## src/rtl/zorro3_autoconfig_chain_pkg.sv

```systemverilog
// Package zorro_ac_pkg: autoconfig register offsets, per-board state
// encoding, Zorro III extended size codes and the size-mask helper.
package zorro_ac_pkg;

    // Config-space register offsets (off = {A7..A2, A8, 0})
    localparam logic [7:0] AC_OFF_ERTYPE  = 8'h00;
    localparam logic [7:0] AC_OFF_ERSIZE  = 8'h02;
    localparam logic [7:0] AC_OFF_PROD_HI = 8'h04;
    localparam logic [7:0] AC_OFF_PROD_LO = 8'h06;
    localparam logic [7:0] AC_OFF_FLAGS   = 8'h08;
    localparam logic [7:0] AC_OFF_RSVD    = 8'h0A;
    localparam logic [7:0] AC_OFF_MFG     = 8'h10;
    localparam logic [7:0] AC_OFF_SERIAL  = 8'h18;
    localparam logic [7:0] AC_OFF_ROMVEC  = 8'h28;
    localparam logic [7:0] AC_OFF_BASE    = 8'h44;
    localparam logic [7:0] AC_OFF_SHUTUP  = 8'h4C;

    // A31..A24 value that selects autoconfig space
    localparam logic [7:0] AC_CFG_SPACE   = 8'hFF;

    // Zorro III extended size codes
    localparam logic [2:0] AC_SIZE_16M    = 3'd0;
    localparam logic [2:0] AC_SIZE_32M    = 3'd1;
    localparam logic [2:0] AC_SIZE_64M    = 3'd2;
    localparam logic [2:0] AC_SIZE_128M   = 3'd3;

    typedef enum logic [1:0] {
        AC_UNCFG = 2'd0,
        AC_CFG   = 2'd1,
        AC_SHUT  = 2'd2
    } ac_state_e;

    // A31..A24 compare mask for a board window of the given size code
    function automatic logic [7:0] ac_size_mask(input logic [2:0] code);
        logic [7:0] m;
        case (code)
            AC_SIZE_16M:  m = 8'hFF;
            AC_SIZE_32M:  m = 8'hFE;
            AC_SIZE_64M:  m = 8'hFC;
            AC_SIZE_128M: m = 8'hF8;
            default:      m = 8'hFF;
        endcase
        return m;
    endfunction

endpackage

```

## src/rtl/zorro3_autoconfig_chain_if.sv

```systemverilog
// Zorro bus-glue <-> autoconfig engine signal bundle.
// master: bus glue side, slave: autoconfig engine side.
interface zorro3_autoconfig_chain_if #(
    parameter int N_BOARDS = 2
) ();
    logic                Z_FCS_n;
    logic                DOE;
    logic                DS3_n;
    logic [1:0]          FC;
    logic                READ;
    logic [7:0]          DIN;
    logic [7:0]          addrh;
    logic [8:2]          addrl;
    logic                BERR_n;
    logic                SENSEZ3;
    logic                CFGIN_n;
    logic [3:0]          data_out;
    logic                config_cycle;
    logic [N_BOARDS-1:0] card_cycle;
    logic                dtack;

    modport master (
        output Z_FCS_n, DOE, DS3_n, FC, READ, DIN, addrh, addrl, BERR_n, SENSEZ3, CFGIN_n,
        input  data_out, config_cycle, card_cycle, dtack
    );

    modport slave (
        input  Z_FCS_n, DOE, DS3_n, FC, READ, DIN, addrh, addrl, BERR_n, SENSEZ3, CFGIN_n,
        output data_out, config_cycle, card_cycle, dtack
    );
endinterface

```

## src/rtl/zorro3_autoconfig_chain_rom.sv

```systemverilog
// zorro_ac_rom: combinational autoconfig ROM nibble lookup for one board.
// Output is the bus value: inverted except for offsets 00 and 02.
module zorro_ac_rom
    import zorro_ac_pkg::*;
(
    input  logic [7:0]  off,
    input  logic [7:0]  prod_id,
    input  logic [15:0] mfg_id,
    input  logic [31:0] serial,
    input  logic [15:0] romvec,
    input  logic        chain,
    input  logic [2:0]  size,
    output logic [3:0]  data_out
);
    logic [3:0] true_s;

    // True ROM nibble, then bus polarity
    always_comb begin
        true_s = 4'hF;
        case (off)
            AC_OFF_ERTYPE:          true_s = {2'b10, 1'b0, (romvec != 16'h0000)};
            AC_OFF_ERSIZE:          true_s = {chain, size};
            AC_OFF_PROD_HI:         true_s = prod_id[7:4];
            AC_OFF_PROD_LO:         true_s = prod_id[3:0];
            AC_OFF_FLAGS:           true_s = 4'b0011;
            AC_OFF_RSVD:            true_s = 4'h0;
            AC_OFF_MFG:             true_s = mfg_id[15:12];
            AC_OFF_MFG + 8'h02:     true_s = mfg_id[11:8];
            AC_OFF_MFG + 8'h04:     true_s = mfg_id[7:4];
            AC_OFF_MFG + 8'h06:     true_s = mfg_id[3:0];
            AC_OFF_SERIAL:          true_s = serial[31:28];
            AC_OFF_SERIAL + 8'h02:  true_s = serial[27:24];
            AC_OFF_SERIAL + 8'h04:  true_s = serial[23:20];
            AC_OFF_SERIAL + 8'h06:  true_s = serial[19:16];
            AC_OFF_SERIAL + 8'h08:  true_s = serial[15:12];
            AC_OFF_SERIAL + 8'h0A:  true_s = serial[11:8];
            AC_OFF_SERIAL + 8'h0C:  true_s = serial[7:4];
            AC_OFF_SERIAL + 8'h0E:  true_s = serial[3:0];
            AC_OFF_ROMVEC:          true_s = romvec[15:12];
            AC_OFF_ROMVEC + 8'h02:  true_s = romvec[11:8];
            AC_OFF_ROMVEC + 8'h04:  true_s = romvec[7:4];
            AC_OFF_ROMVEC + 8'h06:  true_s = romvec[3:0];
            default:                true_s = 4'hF;
        endcase
        if (off == AC_OFF_ERTYPE || off == AC_OFF_ERSIZE) begin
            data_out = true_s;
        end else begin
            data_out = ~true_s;
        end
    end
endmodule

```

## src/rtl/zorro3_autoconfig_chain.sv

```systemverilog
// zorro3_autoconfig_chain: Zorro III autoconfig engine for N_BOARDS logical
// boards in one chain, plus post-configuration window decode.
// Optional build macro: AC_BOARD_ENABLE_EN adds the board_en port.
module zorro3_autoconfig_chain
    import zorro_ac_pkg::*;
#(
    parameter int                    N_BOARDS = 2,
    parameter logic [3*N_BOARDS-1:0] SIZE_EXT = {(3*N_BOARDS){1'b0}}
) (
    input  logic                     clk,
    input  logic                     reset,
    zorro3_autoconfig_chain_if.slave bus,
    input  logic [15:0]              mfg_id,
    input  logic [8*N_BOARDS-1:0]    prod_id,
    input  logic [31:0]              serial,
    input  logic [16*N_BOARDS-1:0]   romvec,
`ifdef AC_BOARD_ENABLE_EN
    input  logic [N_BOARDS-1:0]      board_en,
`endif
    output logic                     cfgout,
    output logic [8*N_BOARDS-1:0]    base_addr,
    output logic [N_BOARDS-1:0]      configured
);
    localparam int               IDX_W    = 3;
    localparam logic [IDX_W-1:0] IDX_DONE = IDX_W'(N_BOARDS);

    ac_state_e           state_r [N_BOARDS];
    logic [7:0]          base_r  [N_BOARDS];
    logic [N_BOARDS-1:0] configured_r;
    logic [N_BOARDS-1:0] card_r;
    logic                config_r;
    logic                dtack_r;
    logic                wr_seen_r;
    logic                fcs_q_r;
    logic                cfgout_r;

    logic [N_BOARDS-1:0] en_s;
    logic [N_BOARDS-1:0] hit_s;
    logic [N_BOARDS-1:0] pick_s;
    logic                pick_any_s;
    logic [IDX_W-1:0]    idx_s;
    logic [IDX_W-1:0]    last_s;
    logic [IDX_W-1:0]    sel_s;
    logic                done_s;
    logic                chain_s;
    logic                cycle_end_s;
    logic                cfg_hit_s;
    logic                qual_s;
    logic                commit_s;
    logic [7:0]          off_s;
    logic [7:0]          prod_sel_s;
    logic [15:0]         romvec_sel_s;
    logic [2:0]          size_sel_s;
    logic [3:0]          rom_nib_s;

`ifdef AC_BOARD_ENABLE_EN
    assign en_s = board_en;
`else
    assign en_s = {N_BOARDS{1'b1}};
`endif

    assign cycle_end_s = bus.Z_FCS_n | ~bus.BERR_n | (bus.FC[1] == bus.FC[0])
                       | bus.CFGIN_n | ~bus.SENSEZ3;
    assign off_s       = {bus.addrl[7:2], bus.addrl[8], 1'b0};

    // Current board: lowest enabled board still unconfigured
    always_comb begin
        idx_s = IDX_DONE;
        for (int i = N_BOARDS - 1; i >= 0; i--) begin
            idx_s = (state_r[i] == AC_UNCFG && en_s[i]) ? IDX_W'(i) : idx_s;
        end
    end

    // Last enabled board: the one that reports no further chain entry
    always_comb begin
        last_s = {IDX_W{1'b0}};
        for (int i = 0; i < N_BOARDS; i++) begin
            last_s = en_s[i] ? IDX_W'(i) : last_s;
        end
    end

    assign done_s    = (idx_s == IDX_DONE);
    assign chain_s   = (idx_s != last_s);
    assign sel_s     = done_s ? {IDX_W{1'b0}} : idx_s;
    assign cfg_hit_s = ~done_s & (bus.addrh == AC_CFG_SPACE);
    assign qual_s    = config_r & bus.DOE & ~bus.DS3_n;
    assign commit_s  = ~cycle_end_s & qual_s & ~wr_seen_r & ~bus.READ & ~done_s;

    // Per-board ROM fields for the board currently presented
    always_comb begin
        prod_sel_s   = 8'h00;
        romvec_sel_s = 16'h0000;
        size_sel_s   = 3'b000;
        for (int i = 0; i < N_BOARDS; i++) begin
            prod_sel_s   = (sel_s == IDX_W'(i)) ? prod_id[8*i +: 8]   : prod_sel_s;
            romvec_sel_s = (sel_s == IDX_W'(i)) ? romvec[16*i +: 16]  : romvec_sel_s;
            size_sel_s   = (sel_s == IDX_W'(i)) ? SIZE_EXT[3*i +: 3]  : size_sel_s;
        end
    end

    zorro_ac_rom u_rom (
        .off      (off_s),
        .prod_id  (prod_sel_s),
        .mfg_id   (mfg_id),
        .serial   (serial),
        .romvec   (romvec_sel_s),
        .chain    (chain_s),
        .size     (size_sel_s),
        .data_out (rom_nib_s)
    );

    // Window decode of configured boards; lowest board wins on overlap
    always_comb begin
        hit_s      = {N_BOARDS{1'b0}};
        pick_s     = {N_BOARDS{1'b0}};
        pick_any_s = 1'b0;
        for (int i = 0; i < N_BOARDS; i++) begin
            hit_s[i]   = (state_r[i] == AC_CFG) &&
                         ((bus.addrh & ac_size_mask(SIZE_EXT[3*i +: 3])) ==
                          (base_r[i] & ac_size_mask(SIZE_EXT[3*i +: 3])));
            pick_s[i]  = hit_s[i] & ~pick_any_s;
            pick_any_s = pick_any_s | hit_s[i];
        end
    end

    // Bus-cycle tracking: config/card hits, acknowledge, one-shot write guard
    always_ff @(posedge clk) begin
        if (reset) begin
            config_r  <= 1'b0;
            card_r    <= {N_BOARDS{1'b0}};
            dtack_r   <= 1'b0;
            wr_seen_r <= 1'b0;
        end else if (cycle_end_s) begin
            config_r  <= 1'b0;
            card_r    <= {N_BOARDS{1'b0}};
            dtack_r   <= 1'b0;
            wr_seen_r <= 1'b0;
        end else begin
            config_r  <= config_r | cfg_hit_s;
            card_r    <= card_r | (pick_s & {N_BOARDS{~cfg_hit_s & ~config_r}});
            dtack_r   <= dtack_r | qual_s;
            wr_seen_r <= wr_seen_r | qual_s;
        end
    end

    // Per-board configuration state, base address commit and skip of disabled boards
    always_ff @(posedge clk) begin
        if (reset) begin
            configured_r <= {N_BOARDS{1'b0}};
            for (int i = 0; i < N_BOARDS; i++) begin
                state_r[i] <= AC_UNCFG;
                base_r[i]  <= 8'hFF;
            end
        end else begin
            for (int i = 0; i < N_BOARDS; i++) begin
                if (commit_s && idx_s == IDX_W'(i)) begin
                    if (off_s == AC_OFF_BASE) begin
                        state_r[i]      <= AC_CFG;
                        base_r[i]       <= bus.DIN;
                        configured_r[i] <= 1'b1;
                    end else if (off_s == AC_OFF_SHUTUP) begin
                        state_r[i] <= AC_SHUT;
                    end else begin
                        state_r[i] <= state_r[i];
                    end
                end else if (state_r[i] == AC_UNCFG && !en_s[i]) begin
                    state_r[i] <= AC_SHUT;
                end else begin
                    state_r[i] <= state_r[i];
                end
            end
        end
    end

    // CFGOUT: raised at the end of a bus cycle (FCS rising edge) once the chain is done
    always_ff @(posedge clk) begin
        if (reset) begin
            fcs_q_r  <= 1'b1;
            cfgout_r <= 1'b0;
        end else begin
            fcs_q_r  <= bus.Z_FCS_n;
            cfgout_r <= cfgout_r | (bus.Z_FCS_n & ~fcs_q_r & done_s);
        end
    end

    // Pack per-board base addresses onto the output vector
    always_comb begin
        base_addr = {(8*N_BOARDS){1'b0}};
        for (int i = 0; i < N_BOARDS; i++) begin
            base_addr[8*i +: 8] = base_r[i];
        end
    end

    assign bus.data_out     = (reset | done_s) ? 4'hF : rom_nib_s;
    assign bus.config_cycle = config_r;
    assign bus.card_cycle   = card_r;
    assign bus.dtack        = dtack_r;
    assign cfgout           = cfgout_r;
    assign configured       = configured_r;
endmodule

```

## src/flat_wrapper.sv

```systemverilog
// flat-port wrapper written by rule: the top's interface ports become plain ports
module zorro3_autoconfig_chain_flat import zorro_ac_pkg::*;
#(
    parameter int                    N_BOARDS = 2,
    parameter logic [3*N_BOARDS-1:0] SIZE_EXT = {(3*N_BOARDS){1'b0}}
)
  (clk, reset, mfg_id, prod_id, serial, romvec, cfgout, base_addr, configured, bus_Z_FCS_n, bus_DOE, bus_DS3_n, bus_FC, bus_READ, bus_DIN, bus_addrh, bus_addrl, bus_BERR_n, bus_SENSEZ3, bus_CFGIN_n, bus_data_out, bus_config_cycle, bus_card_cycle, bus_dtack);
  zorro3_autoconfig_chain_if #(.N_BOARDS(N_BOARDS)) bus_i ();
  input  logic clk;
  input  logic reset;
  input  logic [15:0] mfg_id;
  input  logic [8*N_BOARDS-1:0] prod_id;
  input  logic [31:0] serial;
  input  logic [16*N_BOARDS-1:0] romvec;
  output logic cfgout;
  output logic [8*N_BOARDS-1:0] base_addr;
  output logic [N_BOARDS-1:0] configured;
  input wire logic [$bits(bus_i.Z_FCS_n)-1:0] bus_Z_FCS_n;
  input wire logic [$bits(bus_i.DOE)-1:0] bus_DOE;
  input wire logic [$bits(bus_i.DS3_n)-1:0] bus_DS3_n;
  input wire logic [$bits(bus_i.FC)-1:0] bus_FC;
  input wire logic [$bits(bus_i.READ)-1:0] bus_READ;
  input wire logic [$bits(bus_i.DIN)-1:0] bus_DIN;
  input wire logic [$bits(bus_i.addrh)-1:0] bus_addrh;
  input wire logic [$bits(bus_i.addrl)-1:0] bus_addrl;
  input wire logic [$bits(bus_i.BERR_n)-1:0] bus_BERR_n;
  input wire logic [$bits(bus_i.SENSEZ3)-1:0] bus_SENSEZ3;
  input wire logic [$bits(bus_i.CFGIN_n)-1:0] bus_CFGIN_n;
  output wire logic [$bits(bus_i.data_out)-1:0] bus_data_out;
  output wire logic [$bits(bus_i.config_cycle)-1:0] bus_config_cycle;
  output wire logic [$bits(bus_i.card_cycle)-1:0] bus_card_cycle;
  output wire logic [$bits(bus_i.dtack)-1:0] bus_dtack;
  assign bus_i.Z_FCS_n = bus_Z_FCS_n;
  assign bus_i.DOE = bus_DOE;
  assign bus_i.DS3_n = bus_DS3_n;
  assign bus_i.FC = bus_FC;
  assign bus_i.READ = bus_READ;
  assign bus_i.DIN = bus_DIN;
  assign bus_i.addrh = bus_addrh;
  assign bus_i.addrl = bus_addrl;
  assign bus_i.BERR_n = bus_BERR_n;
  assign bus_i.SENSEZ3 = bus_SENSEZ3;
  assign bus_i.CFGIN_n = bus_CFGIN_n;
  assign bus_data_out = bus_i.data_out;
  assign bus_config_cycle = bus_i.config_cycle;
  assign bus_card_cycle = bus_i.card_cycle;
  assign bus_dtack = bus_i.dtack;
  zorro3_autoconfig_chain #(.N_BOARDS(N_BOARDS), .SIZE_EXT(SIZE_EXT)) u_core (.clk(clk), .reset(reset), .bus(bus_i), .mfg_id(mfg_id), .prod_id(prod_id), .serial(serial), .romvec(romvec), .cfgout(cfgout), .base_addr(base_addr), .configured(configured));
endmodule
```

## config.mk

```make
export PLATFORM = sky130hd
export DESIGN_NAME = zorro3_autoconfig_chain_flat
export DESIGN_NICKNAME = d
export VERILOG_FILES = /design/src/rtl/zorro3_autoconfig_chain_pkg.sv /design/src/rtl/zorro3_autoconfig_chain_if.sv /design/src/rtl/zorro3_autoconfig_chain_rom.sv /design/src/rtl/zorro3_autoconfig_chain.sv /design/src/flat_wrapper.sv
export SDC_FILE = /design/constraint.sdc
export NUM_CORES = 1
export LEC_CHECK = 0
export ABC_AREA = 1
export CAP_MARGIN = 20
export CORE_MARGIN = 2
export CORE_UTILIZATION = 45
export CTS_BUF_LIST = sky130_fd_sc_hd__clkbuf_8
export DETAILED_ROUTE_END_ITERATION = 7
export PLACE_DENSITY = 0.9
export SYNTH_ARGS = -nofsm -noshare
export SYNTH_HDL_FRONTEND = slang
export SYNTH_HIERARCHICAL = 1
export SYNTH_SLANG_ARGS = --single-unit
```

## constraint.sdc

```tcl
create_clock -name clk -period 6.04 [get_ports clk]
set_clock_uncertainty 0.1 [all_clocks]
set_input_delay 1.51 -clock clk [delete_from_list [all_inputs] [get_ports clk]]
set_output_delay 1.51 -clock clk [all_outputs]
set_load 0.01 [all_outputs]
```

== Word-level counts from Yosys, hierarchy flattened ==
Memory sizes are Yosys's and may differ from the RTL's.
Index checks and enable logic that the tools add are counted.

* Flip-flop bits (word level): 9
* Bits in writable memories: 20
* Output and inout port bits: 27
* Word-level logic and storage cells: 152
* Memories kept: 2

{| class="wikitable"
|+ Memories
! name !! depth !! bits a word !! read ports !! clocked after Yosys merged registers in !! write ports !! RTL line !! source
|-
| u_core.base_r || 2 || 8 || 2 || 0 || 2 || zorro3_autoconfig_chain.sv:28 || <nowiki>logic [7:0] base_r [N_BOARDS];</nowiki>
|-
| u_core.state_r || 2 || 2 || 2 || 0 || 2 || zorro3_autoconfig_chain.sv:27 || <nowiki>ac_state_e state_r [N_BOARDS];</nowiki>
|}

* Eq/ne operators: 33
* Muxes and demuxes: 51
* Bitwise operators: 44
* Reduce and logical (&&, ||, !) cells: 14

{| class="wikitable"
|+ Operators with widths
! kind !! count
|-
| case mux 4 bit (22 select lines) || 1
|-
| == test 7 x 4 -> 1 bit (second input constant) || 8
|-
| == test 7 x 5 -> 1 bit (second input constant) || 8
|-
| 2-to-1 mux 16 bit || 2
|-
| 2-to-1 mux 8 bit || 4
|-
| 2-to-1 mux 1 bit || 31
|-
| OR 1 bit || 19
|-
| 2-to-1 mux 2 bit || 9
|-
| == test 8 bit || 2
|-
| nonzero test 16 bit || 1
|-
| == test 7 x 2 -> 1 bit (second input constant) || 2
|-
| == test 7 x 3 -> 1 bit (second input constant) || 2
|-
| == test 7 x 6 -> 1 bit (second input constant) || 2
|-
| AND 1 bit || 11
|-
| NOT 1 bit || 11
|-
| == test 8 bit (second input constant) || 1
|-
| zero test 8 bit || 1
|-
| 2-to-1 mux 4 bit || 2
|-
| == test 7 x 1 -> 1 bit (second input constant) || 1
|-
| == test 3 x 1 -> 1 bit (second input constant) || 2
|-
| zero test 3 bit || 2
|-
| 2-to-1 mux 3 bit || 2
|-
| == test 2 x 1 -> 1 bit (second input constant) || 2
|-
| logical AND 1 bit || 4
|-
| 10 further kinds || 12
|}

== Depth between registers and ports, before layout ==
Gate-level depths: netlist (run 1).

* Word-level depth: 18
* Mapped depth: 18
* Depth with buffers taken out: 17

== By module ==
Netlist (run 1), hierarchy kept.

{| class="wikitable"
|+ By module, submodules not included
! module !! instances !! cells each !! area an instance (um^2) !! sequential area each (um^2)
|-
| zorro3_autoconfig_chain || 1 || 269 || 1835.5 || 780.7
|-
| zorro_ac_rom || 1 || 261 || 1173.6 || 0.0
|}

== Worst setup path before layout (run 1) ==
OpenSTA, ideal clock, no wires.

* Kind: input port to output port
* From: in bus_addrl[4]
* To: out bus_data_out[0]
* Data arrival time: 2506 ps
* Data required time: 4430 ps
* Path slack: 1924 ps
* Cell stages on the path: 12
* Cell sequence: inv_1 > nand2_2 > nor2_2 > nand2_1 > a21oi_1 > nor2_1 > nand3_1 > nor2_1 > nand3_1 > nand2_1 > inv_1 > nand2_1

* Longest elaborated chain between the ends: 5

{| class="wikitable"
|+ Ends and longest elaborated chain
! item !! RTL line !! source
|-
| start, declared || flat_wrapper.sv:25 || <nowiki>input wire logic [$bits(bus_i.addrl)-1:0] bus_addrl;</nowiki>
|-
| == test 7 x 5 -> 1 bit, or another cell as far along || zorro3_autoconfig_chain_rom.sv:20 || <nowiki>case (off)</nowiki>
|-
| case mux 4 bit (22 select lines) || zorro3_autoconfig_chain_rom.sv:20 ||
|-
| NOT 4 bit || zorro3_autoconfig_chain_rom.sv:48 || <nowiki>data_out = ~true_s;</nowiki>
|-
| 2-to-1 mux 4 bit (*) || zorro3_autoconfig_chain_rom.sv:45 || <nowiki>if (off == AC_OFF_ERTYPE || off == AC_OFF_ERSIZE) begin</nowiki>
|-
| net u_core.rom_nib_s[0] || zorro3_autoconfig_chain.sv:54 || <nowiki>logic [3:0] rom_nib_s;</nowiki>
|-
| 2-to-1 mux 4 bit (*) || zorro3_autoconfig_chain.sv:194 || <nowiki>assign bus.data_out = (reset | done_s) ? 4'hF : rom_nib_s;</nowiki>
|-
| end, declared || flat_wrapper.sv:29 || <nowiki>output wire logic [$bits(bus_i.data_out)-1:0] bus_data_out;</nowiki>
|}

Mark *: on every way through the listed nets, which the timed path passes. The rest lies on a longest branch.

== Worst setup path in the final report (run 1) ==
* From: in bus_addrl[1]
* To: out bus_data_out[0]

Same word-level chain as after synthesis.

==> impl_metrics.py, run 1 <==
metrics = {
    "route": {
        "wirelength_um": 11500,
        "drtIter0Drc": 326,
        "detailroute.via_count": 4022,
        "ant_nets": 0,
        "firstDrtPassIters": 8,
        "wl_per_cell_um": 15.0,
        "viasPerCell": 5.24,
        "drc": 11,
    },
    "finish": {
        "layoutNonFillerInstCount": 768,
        "drive_above_1_share": 0.0550,
        "nets": 820,
        "antenna_cells": 0,
        "area_growth_pct": 57.1,
    },
    "synthesis": {
        "ys_async_sr_fraction": 0,
        "synth_compound_area_frac": 0.0254,
        "synth_top_family_by_area": "simple AND/OR/NAND/NOR gates",
        "yosys_register_bits": 29,
        "synthAdderAreaFrac": 0,
        "yosys_warnings": 6,
        "synth_xor_area_frac": 0.00873,
        "synthSimpleGateAreaFrac": 0.610,
        "syn_avg_cell_area_um2": 5.68,
        "synth_cells": 530,
        "syn-cell-area_um2": 3010,
        "synth_flop_cell": "edfxtp_1",
        "synth_edf_count": 20,
        "ys_seq_area_frac": 0.259,
        "synth_cell_type_count": 34,
        "muxShareOfSynthArea": 0,
    },
    "cts": {
        "cts_tree": "built",
        "ctsResizeCount": 0,
        "cts-root-buf": "clkbuf_8",
        "clkTransAtPathRegs_ps": 60,
        "cts.htree.levels": 2,
        "numClockSinks": 29,
        "clockBufferDepth": 2,
        "cts_buffers": 5,
        "post_cts_buffers": 0,
        "clk_latency_ps": 280,
        "hold_buffers": 0,
    },
    "worst_setup_path": {
        "path_buf_inv": 6,
        "end_kind": "primary output",
        "path_cells": "clkdlybuf4s50_1 -> inv_1 -> nand2_2 -> nor2_2 -> nand2_1 -> inv_1 -> nand2_1 -> nand2_1 -> inv_1 -> nand3_1 -> nor2_1 -> nand3_1 -> nand2_1 -> inv_1 -> nand2_1 -> clkdlybuf4s50_1",
        "cpMaxStageDelayCell": "clkdlybuf4s50_1",
        "criticalPathCategory": "input port to primary output",
        "critPathMaxStageDelay_ps": 570,
        "cp_common_cell": "nand2_1",
        "required_ps": 4430,
        "crit_fanout": 12,
        "crit_path_start_kind": "input port",
        "cp.arrival_ps": 4080,
        "crit_family": "buffers and inverters",
    },
    "global_route": {
        "antenna_found_initial": 0,
        "grt_overflow": 0,
        "grt_max_degree": 31,
        "grt_pass1_vias": 3817,
        "track_usage": 0.306,
        "grt_pass1_wl_um": 17900,
    },
    "timing": {
        "finalSetupTns_ps": 0,
        "relSlewSlack": 0.594,
        "min_period_ps": 5690,
        "setup_violations": 0,
        "setup_slack_ps": 348,
        "maxSlewViolCount": 0,
        "post-route-period-util": 0.942,
        "rsz0062_at_grt": "false",
        "hold_viol_final": 0,
        "worst_pin_slew_ps": 607,
        "fmax_ghz": 0.176,
    },
    "place": {
        "dp.cells": 760,
        "dp_slack_ps": 398,
        "port_buffers": 156,
        "gp_congestion": 0.968,
        "hpwl_um": 9480,
    },
    "run_status": {
        "violations": "DRC",
        "status": "complete, but fails checks",
    },
    "power_and_ir_drop": {
        "power.density_nw_per_um2": 125,
        "worst_ir_drop_vdd_mv": 0.0942,
        "switching_power_uw": 155,
        "leakage_uw": 0.00221,
        "power_frac_seq": 0.365,
        "p_clk_frac": 0.324,
        "combPwrFrac": 0.310,
        "switching_share": 0.263,
        "p_int_uw": 435,
    },
    "die": {
        "num_rows": 29,
        "initial_core_util": 0.469,
        "die_h_um": 85.8,
        "io_pins": 157,
        "die_w_um": 85.8,
        "core_um2": 6420,
        "die_area_um2": 7360,
    },
    "hold_path": {
        "hp-class": "flop to flop",
    },
    "job": {
        "drv_cap": 0,
    },
}
==> state kept, by name (all words and copies together), names as in the netlist <==
| name | cells |
|---|---|
| u_core/base_r | 16 |
| u_core/bus.card_cycle | 2 |
| u_core/bus.config_cycle | 1 |
| u_core/bus.dtack | 1 |
| u_core/cfgout | 1 |
| u_core/configured | 2 |
| u_core/fcs_q_r | 1 |
| u_core/state_r | 4 |
| u_core/wr_seen_r | 1 |
==> layout by cell type (no fill, tap or decap), types with 4 or more instances in the layout <==
cell type | netlist | routed
nor2_2 | 8 | 8
edfxtp_1 | 20 | 20
nand3_2 | 4 | 4
conb_1 | 1 | 7
nor2_1 | 84 | 84
nand3b_1 | 11 | 11
inv_2 | 5 | 5
nand2_1 | 219 | 219
nand3_1 | 77 | 77
a21oi_1 | 7 | 7
dfxtp_1 | 9 | 9
inv_1 | 46 | 47
clkdlybuf4s50_1 | 0 | 156
clkbuf_8 | 1 | 5
==> logic make-up (layout without fill, tap and decap cells) <==
logic type	after synthesis	after routing
AO/OA/AOI/OAI	14	14
XOR/XNOR	3	3
AND/OR/NAND/NOR	419	419
other	1	7
buffers and inverters	64	219
flip-flops	29	29
==> path summary, 6_finish.rpt <==
kind | from | endpoint | slack (ps) | cells past startpoint
setup reg to reg | u_core/state_r[1][1]$_SDFFCE_PN1P_ | u_core/base_r[0][9]$_DFFE_PP_ | 3830 | 6
hold reg to reg | u_core/configured[1]$_SDFFE_PP0P_ | u_core/configured[1]$_SDFFE_PP0P_ | 360 | 2
setup / recovery | bus_addrl[1] | bus_data_out[0] | 350 | 16
hold / removal | u_core/configured[1]$_SDFFE_PP0P_ | u_core/configured[1]$_SDFFE_PP0P_ | 360 | 2
==> power by group through the flow <==
stage	Sequential, uW	Clock [uW]	Combinational (uW)
after floorplan	219	0	68.1
after global placement	219	0	179
after detailed placement	220	0	180
after CTS	215	193	181
after global routing	215	202	198
final	215	191	183
==> cell type report <==
cell class / instances / area [um2]
Multi-Input combinational cell: 443 / 1960
Fill cell: 535 / 1690
Clock buffer: 5 / 68.8
Clock inverter: 3 / 37.5
Inverter: 52 / 196
Tap cell: 77 / 96.3
Sequential cell: 29 / 781
Timing Repair Buffer: 159 / 1580
==> stage by stage <==
step           utilization  instance area, um2  power [uW]  hold slack, ps
5_1_grt              0.736                4730         616             367
3_3_place_gp         0.720                4620         399             339
2_1_floorplan            -                3030         288             368
3_5_place_dp         0.720                4620         400             345
6_report             0.736                4730         590             358
4_1_cts              0.736                4730         590             354
==> cell usage after synthesis, drive strengths merged, types with 2 or more instances <==
cell type  number  area share
nand3          81        0.14
nor3            4       0.010
nand3b         11       0.027
nand2         224        0.29
inv            51       0.064
edfxtp         20        0.20
o21ai           6       0.011
a21oi           7       0.012
buf             9       0.023
clkbuf          3      0.0071
nor2           94        0.13
xnor2           2      0.0058
dfxtp           9       0.060
==> per-layer routing <==
layer | wire [um] | up-vias | global-route usage
met5 | 0 | - | 0
met4 | 216 | 0 | 0.0823
met3 | 858 | 20 | 0.0366
met2 | 5400 | 224 | 0.530
met1 | 5060 | 1799 | 0.404
li1 | - | 1979 | -
==> worst reg2reg max path, stage by stage (launching register included) <==
cell,delay [ps]
edfxtp_1,420
nor2_1,120
nand2_1,70
buf_4,220
inv_2,370
nand3_2,210
nand2_1,360
No activity file was read; power rests on OpenSTA's default activity.
==> inputs of run 2 (changes only) <==
--- a/config.mk
+++ b/config.mk
@@ -11,6 +11,7 @@
 export CORE_UTILIZATION = 45
 export CTS_BUF_LIST = sky130_fd_sc_hd__clkbuf_8
 export DETAILED_ROUTE_END_ITERATION = 7
+export MAX_ROUTING_LAYER = met4
 export PLACE_DENSITY = 0.9
 export SYNTH_ARGS = -nofsm -noshare
 export SYNTH_HDL_FRONTEND = slang
==> run 2 against run 1 <==
Compared with the run above: the flow still finishes with violations (DRC); hold slack worse by 2.8 ps; total power up 3.6%; setup slack worse by 9.2 ps; core utilization up 0.21 points; routed wire length up 1.0%; design area up 0.29%; via count up 2.0%; maximum frequency down 0.16%; die area unchanged; sequential power about the same; largest cell class unchanged; largest power group unchanged.
==> impl_metrics.py, run 2 (synthesis gave the netlist of run 1 again) <==
metrics = {
    "timing": {
        "hold_viol_final": 0,
        "maxSlewViolCount": 0,
        "rsz0062_at_grt": "false",
        "fmax_ghz": 0.175,
        "setup_violations": 0,
        "min_period_ps": 5700,
        "worst_pin_slew_ps": 614,
        "finalSetupTns_ps": 0,
        "post-route-period-util": 0.944,
        "whs_ps": 355,
        "relSlewSlack": 0.590,
    },
    "worst_setup_path": {
        "r2r-start": "u_core/state_r[1][1]$_SDFFCE_PN1P_",
        "crit_path_start_kind": "input port",
        "cp_num_cells": 16,
        "startpoint": "bus_addrl[1]",
        "end_kind": "primary output",
        "required_ps": 4430,
        "crit_family": "buffers and inverters",
        "path_cells": "clkdlybuf4s50_1 -> inv_1 -> nand2_2 -> nor2_2 -> nand2_1 -> inv_1 -> nand2_1 -> nand2_1 -> inv_1 -> nand3_1 -> nor2_1 -> nand3_1 -> nand2_1 -> inv_1 -> nand2_1 -> clkdlybuf4s50_1",
        "cp_common_cell": "nand2_1",
        "cp.arrival_ps": 4090,
        "rrSetupSlack_ps": 3840,
        "r2r-end": "u_core/state_r[1][1]$_SDFFCE_PN1P_",
        "criticalPathCategory": "input port to primary output",
        "crit_fanout": 12,
        "critPathMaxStageDelay_ps": 570,
        "crit_end": "bus_data_out[0]",
        "path_buf_inv": 6,
        "cpMaxStageDelayCell": "clkdlybuf4s50_1",
        "rr_worst_depth": 7,
    },
    "finish": {
        "layout_common_cells": "nand2_1, clkdlybuf4s50_1, nor2_1",
        "top_register": "u_core/base_r",
        "drive_above_1_share": 0.0579,
        "layoutNonFillerInstCount": 768,
        "biggestRegsByFlops": "u_core/base_r: 16 flops, u_core/state_r: 4 flops",
        "utilization": 0.738,
        "antenna_cells": 0,
        "nets": 820,
        "largest_register_ffs": 16,
        "final_cell_area_um2": 4740,
        "mostFrequentLayoutCell": "nand2_1",
        "area_growth_pct": 57.6,
    },
    "cts": {
        "clockBufferDepth": 2,
        "clk_latency_ps": 290,
        "cts_buffers": 5,
        "numClockSinks": 29,
        "cts_tree": "built",
        "ctsResizeCount": 0,
        "clkTransAtPathRegs_ps": 60,
        "post_cts_buffers": 0,
        "cts.htree.levels": 2,
        "hold_buffers": 0,
        "cts-root-buf": "clkbuf_8",
    },
    "job": {
        "drv_cap": 0,
    },
    "power_and_ir_drop": {
        "worst_ir_drop_vdd_mv": 0.0872,
        "leakage_uw": 0.00221,
        "power.density_nw_per_um2": 129,
    },
    "die": {
        "die_h_um": 85.8,
        "die_w_um": 85.8,
        "core_um2": 6420,
        "num_rows": 29,
        "die_area_um2": 7360,
        "initial_core_util": 0.469,
        "io_pins": 157,
    },
    "route": {
        "viasPerCell": 5.34,
        "firstDrtPassIters": 8,
        "detailroute.via_count": 4101,
        "ant_nets": 0,
        "wirelength_um": 11700,
        "wl_per_cell_um": 15.2,
        "drtIter0Drc": 264,
        "drc": 7,
    },
    "hold_path": {
        "hp-class": "flop to flop",
    },
    "global_route": {
        "track_usage": 0.320,
        "grt_overflow": 0,
        "grtUsageMet3": 0.0549,
        "grt_use_met1": 0.407,
        "grt_use_met2": 0.515,
        "antenna_found_initial": 0,
        "grt_max_degree": 31,
        "grt_pass1_vias": 3855,
        "grt_pass1_wl_um": 18000,
        "busiest_layer": "met2",
    },
    "place": {
        "gp_congestion": 0.999,
        "port_buffers": 156,
        "postPlaceCellArea_um2": 4620,
        "dp.cells": 760,
        "hpwl_um": 9660,
    },
    "run_status": {
        "violations": "DRC",
        "status": "complete, but fails checks",
    },
}
-- run 2: changes by cell type in the layout (fill, tap and decap cells not counted), sizes merged --
cell	delta
clkinv	-1
inv	-1
clkinvlp	+1
clkbuf	+1
-- run 2: worst min-delay path, stage by stage (launching register included) --
cell     delay (ps)
dfxtp_1         310
inv_1            50
a21oi_1          50
-- run 2: layout make-up --
type / count / area [um2]
clock buffers: 6 / 82.6
clock inverters: 2 / 37.5
fillers: 526 / 1680
inverters: 52 / 196
multi-input cells: 443 / 1960
flip-flops and latches: 29 / 781
well taps: 77 / 96.3
repair buffers: 159 / 1580
-- run 2: power by group --
part	total (uW)	switching, uW	leakage (uW)	internal, uW
sequential	215	1.30	0.000222	214
combinational	183	82.6	0.00193	101
clock	212	78.1	0.0000574	134
total	611	162	0.00221	449
-- run 2: layer usage --
layer	vias to the layer above	share of wire
met3	34	0.092
li1	1980	-
met2	243	0.46
met5	-	0
met1	1844	0.42
met4	0	0.030
-- run 2: metrics by stage --
step	setup WS (ps)	power [uW]
final	338	611
after global routing	161	638
after CTS	408	610
after detailed placement	432	400
after global placement	416	399
after floorplan	1920	288
-- run 2: how the worst min path moves through the flow --
| stage | from | endpoint | slack (ps) | cells past startpoint |
|---|---|---|---|---|
| final | u_core/bus.card_cycle[0]$_SDFF_PP0_ | u_core/bus.card_cycle[0]$_SDFF_PP0_ | 360 | 2 |
| after global placement | u_core/bus.card_cycle[1]$_SDFF_PP0_ | u_core/bus.card_cycle[1]$_SDFF_PP0_ | 340 | 2 |
| after CTS | u_core/configured[1]$_SDFFE_PP0P_ | u_core/configured[1]$_SDFFE_PP0P_ | 360 | 2 |
| after global routing | u_core/configured[1]$_SDFFE_PP0P_ | u_core/configured[1]$_SDFFE_PP0P_ | 380 | 2 |
| after detailed placement | u_core/configured[1]$_SDFFE_PP0P_ | u_core/configured[1]$_SDFFE_PP0P_ | 350 | 2 |
| after floorplan | u_core/configured[0]$_SDFFE_PP0P_ | u_core/configured[0]$_SDFFE_PP0P_ | 370 | 2 |
